===== src/rtl/mux_arbiter4.sv =====
// Four-way round-robin arbiter with a bounded hold time, steering the granted
// requester's data bit onto a shared output.

module mux_arbiter4_lane #(
  parameter int NUM_REQ = 4,
  parameter int IDX     = 0
) (
  input  logic [NUM_REQ-1:0]         req,
  input  logic [$clog2(NUM_REQ)-1:0] last,
  output logic                       win
);
  localparam int IW = $clog2(NUM_REQ);

  logic [IW-1:0] d_self;
  logic [IW-1:0] d_j;

  // Distance from the slot after the last winner; the nearest active request wins.
  always_comb begin
    d_self = IW'(IDX) - last - IW'(1);
    d_j    = '0;
    win    = req[IDX];
    for (int j = 0; j < NUM_REQ; j++) begin
      d_j = IW'(j) - last - IW'(1);
      if (j != IDX && req[j] && d_j < d_self) win = 1'b0;
    end
  end
endmodule

module mux_arbiter4 #(
  parameter int MAX_HOLD = 4
) (
  input  logic       clk,
  input  logic       rst_n,
  input  logic [3:0] req,
  input  logic       i1,
  input  logic       i2,
  input  logic       i3,
  input  logic       i4,
  output logic [3:0] gnt,
  output logic       sel1,
  output logic       sel2,
  output logic       op,
  output logic       busy
);
  localparam int NUM_REQ = 4;
  localparam int IW      = $clog2(NUM_REQ);
  localparam logic [2:0] HOLD_LAST = 3'(MAX_HOLD - 1);

  typedef enum logic {IDLE, GRANT} state_t;

  state_t             state;
  logic [IW-1:0]      last;
  logic [2:0]         hold_cnt;
  logic [IW-1:0]      sel_q;
  logic [NUM_REQ-1:0] win;
  logic [IW-1:0]      win_idx;
  logic [NUM_REQ-1:0] din;
  logic               any_req;
  logic               release_now;

  for (genvar k = 0; k < NUM_REQ; k++) begin : g_lane
    mux_arbiter4_lane #(.NUM_REQ(NUM_REQ), .IDX(k)) u_lane (
      .req  (req),
      .last (last),
      .win  (win[k])
    );
  end

  always_comb begin
    win_idx = '0;
    for (int k = 0; k < NUM_REQ; k++)
      if (win[k]) win_idx = IW'(k);
  end

  assign any_req     = |req;
  // last always names the current owner while in GRANT.
  assign release_now = !req[last] || (hold_cnt == HOLD_LAST);

  always_ff @(posedge clk) begin
    if (!rst_n) begin
      state    <= IDLE;
      gnt      <= '0;
      sel_q    <= '0;
      hold_cnt <= '0;
      last     <= IW'(NUM_REQ - 1);
    end else begin
      case (state)
        IDLE: begin
          if (any_req) begin
            state    <= GRANT;
            gnt      <= win;
            sel_q    <= win_idx;
            last     <= win_idx;
            hold_cnt <= '0;
          end
        end
        GRANT: begin
          if (release_now) begin
            hold_cnt <= '0;
            if (any_req) begin
              gnt   <= win;
              sel_q <= win_idx;
              last  <= win_idx;
            end else begin
              state <= IDLE;
              gnt   <= '0;
              sel_q <= '0;
            end
          end else begin
            hold_cnt <= hold_cnt + 3'd1;
          end
        end
        default: state <= IDLE;
      endcase
    end
  end

  assign sel1 = sel_q[1];
  assign sel2 = sel_q[0];
  assign busy = |gnt;
  assign din  = {i4, i3, i2, i1};
  assign op   = busy & din[sel_q];
endmodule


===== config.mk =====
export PLATFORM = sky130hd
export DESIGN_NAME = mux_arbiter4
export DESIGN_NICKNAME = d
export VERILOG_FILES = /design/src/rtl/mux_arbiter4.sv
export SDC_FILE = /design/constraint.sdc
export NUM_CORES = 1
export LEC_CHECK = 0
export CORE_AREA = 2 2 41 43
export DETAILED_ROUTE_END_ITERATION = 6
export DIE_AREA = 0 0 43 45
export MAX_ROUTING_LAYER = met4
export PLACE_DENSITY_LB_ADDON = 0.3
export SETUP_SLACK_MARGIN = 0.3
export SYNTH_ARGS = -nofsm -noshare
export SYNTH_HDL_FRONTEND = slang
export SYNTH_SLANG_ARGS = --single-unit

===== constraint.sdc =====
create_clock -name clk -period 5.2 [get_ports clk]
set_clock_uncertainty 0.15 [all_clocks]
set_input_delay 1.04 -clock clk [delete_from_list [all_inputs] [get_ports clk]]
set_output_delay 1.04 -clock clk [all_outputs]
set_load 0.05 [all_outputs]

* Yosys cells after proc, flatten, opt, wreduce, memory -nomap -nowiden
Cells that the tools add are included.
** Cells by class
- Add/sub/neg operators :: 9
- $lt $le $gt $ge :: 14
- Eq/ne operators :: 3
- Multiplexer cells :: 36
- Bitwise logic cells :: 2
- Reductions and logical operators :: 17
** Operators by type and width (number)
- $lt 2x2->1 :: 12
- $mux 1 :: 17
- $mux 2 :: 7
- $logic_and 1x1->1 :: 12
- $mux 4 :: 3
- $pmux 2 s2 :: 2
- $pmux 4 s2 :: 1
- $reduce_or 4->1 :: 2
- $sub 2x1->2 const B :: 4
- $lt 2x3->1 const B :: 2
- $mux 3 :: 2
- $pmux 3 s2 :: 1
- $bmux 1 s2 :: 2
- $sub 1x2->2 const A :: 2
- $sub 2x2->2 const A :: 2
- $add 3x1->3 const B :: 1
- $eq 3x2->1 const B :: 1
- $ne 2x1->1 const B :: 1
- $ne 2x2->1 const B :: 1
- $pmux 1 s2 :: 1
- $reduce_and 2->1 :: 1
- $and 1x1->1 :: 1
- $logic_not 1->1 :: 1
- $logic_or 1x1->1 :: 1
- $not 1->1 :: 1
** Storage, ports and cells
- Register bits after elaboration :: 12
- Input port bits :: 10
- Output and inout port bits :: 8
- Word-level logic and storage cells :: 86

* Longest topological paths before layout
- Word-level depth :: 13
- Gate-level depth with buffers :: 6
- Gate-level depth less buffers :: 6

* Hierarchy
A second synthesis with hierarchy kept.
** Unflattened totals
- Cells, all modules :: 83
- Area total of the unflattened synthesis :: 740.7 um^2
** Modules (own cells, without submodules)
- mux_arbiter4 :: times used 1, cells an instance 62, area each 589.3 um^2, seq. area each 240.2 um^2
- mux_arbiter4_lane at g_lane[1].u_lane :: times used 1, cells an instance 8, area each 55.1 um^2, seq. area each 0.0 um^2
- mux_arbiter4_lane at g_lane[3].u_lane :: times used 1, cells an instance 6, area each 48.8 um^2, seq. area each 0.0 um^2
- mux_arbiter4_lane at g_lane[0].u_lane :: times used 1, cells an instance 4, area each 27.5 um^2, seq. area each 0.0 um^2
- mux_arbiter4_lane at g_lane[2].u_lane :: times used 1, cells an instance 3, area each 20.0 um^2, seq. area each 0.0 um^2

* Worst setup path before layout
Ideal clock, no wire load.
- Path type :: input to output
- Start :: in i4
- End :: out op
- Arrival time :: 1.802 ns
- Data required time :: 4.010 ns
- Slack :: 2.208 ns
- Stages on the path :: 2
- Buffers on the path :: 0
- Path through :: mux4_2 > and2_1
** Between the ends
- Longest elaborated chain between the ends :: 3
** Ends and longest elaborated chain
- start: declaration :: RTL line 38 : input logic i4,
- $bmux 1 s2 :: RTL line 122 : assign op = busy & din[sel_q];
- $mux 1 (not written as such) :: RTL line 122
- $and 1x1->1 :: RTL line 122
- end: declaration :: RTL line 42 : output logic op,
Every way passes these cells. The select of a mux whose other input is x is not followed.

* Final worst setup path
Same ends and word-level chain as after synthesis.

==> qor.csv <==
stage,metric,value,unit
worst_setup_path,R2R depth,6,
global_routing,global-route wire length before repair,2.58,mm
sta,crit share post-route,0.758,
clock_tree,Hold Buf Count CTS,0,
worst_hold_path,Hold Path Class,reg -> reg,
power_and_ir_drop,internal power,184,µW
worst_setup_path,flop2flop setup slack,3.42,ns
clock_tree,cts repair resizes,0,
place,"Cell Area, Placed",891,µm²
worst_setup_path,CP max FO,1,
sta,RSZ-0062 raised after global routing,no,
cells_and_area,ant diodes,0,
yosys,Synth cell types,30,
worst_setup_path,Critical Path RT,4.01,ns
place,Final GP Congestion,0.912,
power_and_ir_drop,register share of total power,0.386,
cells_and_area,"commonest cells after routing, fill and taps aside","17 x clkdlybuf4s50_1, 12 x dfxtp_1, 7 x inv_1",
global_routing,Total Routing Usage GR,0.188,
global_routing,vias in the first global route,629,
flow_run,maxcap violations,0,
clock_tree,Root Buffer,clkbuf_4,
worst_setup_path,Reg-to-Reg Start,hold_cnt[0]$_SDFFE_PN0P_,
place,dpl hpwl,1.14,mm
power_and_ir_drop,Leakage Power,0.000368,µW
power_and_ir_drop,power density over the cells,329,nW/µm²
clock_tree,# Post-CTS Setup Buffers,0,
floorplan,Initial Utilization,0.476,
clock_tree,CTS H-tree depth,1,
sta,Setup Viol. Count Final,0,
yosys,cells after synthesis,71,
place,PortBufs,17,
power_and_ir_drop,Max VDD drop,0.000204,V
detailed_routing,via count,620,
floorplan,Site Rows,14,
floorplan,Die H,45,µm
global_routing,largest net degree at the start of global routing,8,
yosys,Post-synth EDFFs,0,
cells_and_area,Synth-to-Final Area Change,30.4,%
detailed_routing,Vias/cell,5.79,
cells_and_area,fin nets,109,
sta,fin. max-slew vios,0,
power_and_ir_drop,clock share of power,0.191,
worst_hold_path,Worst Hold Path EP,gnt[2]$_SDFFE_PN0P_,
sta,Max Clock Freq,0.254,GHz
clock_tree,clk sinks,12,
power_and_ir_drop,switching pwr,117,µW
global_routing,total grt overflow,0,
outcome,outcome,"complete, no violations",
clock_tree,Worst-path clk slew,0.07,ns
cells_and_area,fraction of layout cells with a size suffix above 1,0.132,
clock_tree,CTS tree,built,
detailed_routing,number of remaining DRC errors,0,
sta,fin worst setup slack,1.26,ns
detailed_routing,drt initial violations,10,
yosys,syn_nets,87,
sta,fin crit period,3.94,ns
detailed_routing,routed len/inst,14.4,µm
yosys,ys async rst share,0,
place,worst slack at placement,1.26,ns
worst_hold_path,WHS Path Cells,1,
detailed_routing,"antenna viol nets, final",0,
worst_hold_path,Worst Min Path Start,gnt[2]$_SDFFE_PN0P_,
sta,Final Hold Vio Count,0,
yosys,Syn Area/Cell,9.87,µm²
sta,Slew @ Worst Pin,0.504,ns
cells_and_area,final instance area,913,µm²
clock_tree,Clock Tree Buf Depth,2,
cells_and_area,"commonest non-fill, non-tap cell in the layout",clkdlybuf4s50_1,
floorplan,Die Area,1940,µm²
sta,Max-Slew Margin vs Limit,0.663,
clock_tree,total CTS buffers,3,
floorplan,chip width,43,µm
power_and_ir_drop,combinational fraction of design power,0.423,
floorplan,I/O pin count,18,
clock_tree,clk_lat worst skew,0.27,ns
global_routing,antenna violations before repair,0,
worst_setup_path,crit path launch type,primary input,
power_and_ir_drop,sw frac,0.388,
sta,final setup TNS,0,ns
detailed_routing,DRT Wirelength,1.54,mm
worst_setup_path,CP Capture Type,primary output,
worst_setup_path,Critical Path AT,2.75,ns
detailed_routing,DRT Pass-1 Iters,4,
worst_setup_path,reg2reg end,gnt[3]$_SDFFE_PN0P_,
yosys,Post-synth top flop,dfxtp_1,
yosys,Synth Warn #,0,
yosys,cell area after synthesis,701,µm²
yosys,Yosys reg bits,12,
yosys,"Seq/Total Area, Yosys",0.343,
floorplan,Core Region,1470,µm²
worst_setup_path,WS Path Type,in -> out,
==> power groups by stage <==
| stage | Combinational [µW] | Sequential [µW] | Clock (µW) |
|---|---|---|---|
| after floorplan | 69.8 | 134 | 0 |
| after global placement | 124 | 118 | 0 |
| after detailed placement | 127 | 118 | 0 |
| after CTS | 128 | 116 | 56.6 |
| after global routing | 138 | 118 | 59.6 |
| final | 127 | 116 | 57.3 |
==> critical path: stages <==
cell	delay, ns
clkdlybuf4s50_1	0.39
mux4_2	0.46
and2_1	0.17
clkdlybuf4s50_1	0.69
==> synth_stat cells (2+ instances only) <==
cell | n | share of area
dfxtp_1 | 12 | 0.34
inv_1 | 7 | 0.038
ha_1 | 6 | 0.11
o2bb2ai_1 | 6 | 0.075
nand2_1 | 4 | 0.021
nor2_1 | 4 | 0.021
a22oi_1 | 3 | 0.032
and2_1 | 3 | 0.027
a31oi_1 | 2 | 0.018
nor3_1 | 2 | 0.014
o2111ai_1 | 2 | 0.025
o21ai_0 | 2 | 0.014
==> layer usage <==
| metal | routed length, µm | vias to the layer above | global-route usage | share of wire |
|---|---|---|---|---|
| li1 | - | 307 | - | - |
| met1 | 664 | 291 | 0.216 | 0.43 |
| met2 | 763 | 17 | 0.318 | 0.50 |
| met3 | 74 | 5 | 0.0240 | 0.048 |
| met4 | 36 | 0 | 0.109 | 0.023 |
| met5 | 0 | - | - | 0 |
==> how the worst max path moves through the flow <==
stage	start	endpoint	slack, ns	cells past startpoint
after global routing	i4	op	1.24	4
final	i4	op	1.26	4
after detailed placement	i4	op	1.26	4
after CTS	i4	op	1.25	4
after floorplan	i4	op	2.21	2
after global placement	i4	op	1.27	4
==> per-stage QoR <==
stage | cells | util | hold slack [ns] | power (µW)
floorplan | 71 | - | 0.327 | 204
global placement | 104 | 0.605 | 0.326 | 242
detailed placement | 104 | 0.605 | 0.327 | 245
CTS | 107 | 0.621 | 0.339 | 301
global route | 107 | 0.621 | 0.353 | 315
finish | 107 | 0.621 | 0.335 | 301
==> state kept, by name, summed over array words and instances, names as in the netlist <==
name / count
last: 2
gnt: 4
hold_cnt: 3
sel_q: 2
state: 1
==> cell type report <==
cell class,instances,area [µm²]
Clock buffer,3,22.5
Tap cell,16,20.0
Multi-Input combinational cell,52,434
Sequential cell,12,240
Inverter,7,26.3
Fill cell,138,558
Timing Repair Buffer,17,170
==> cells by family after synthesis <==
kind of cell	count (synthesis)	share of synthesized area
buf+inv	7	0.0375
flops	12	0.343
mux	3	0.0696
compound gates	20	0.239
simple gates	23	0.204
fa+ha+maj	6	0.107
Power figures use the tool's default switching activity.
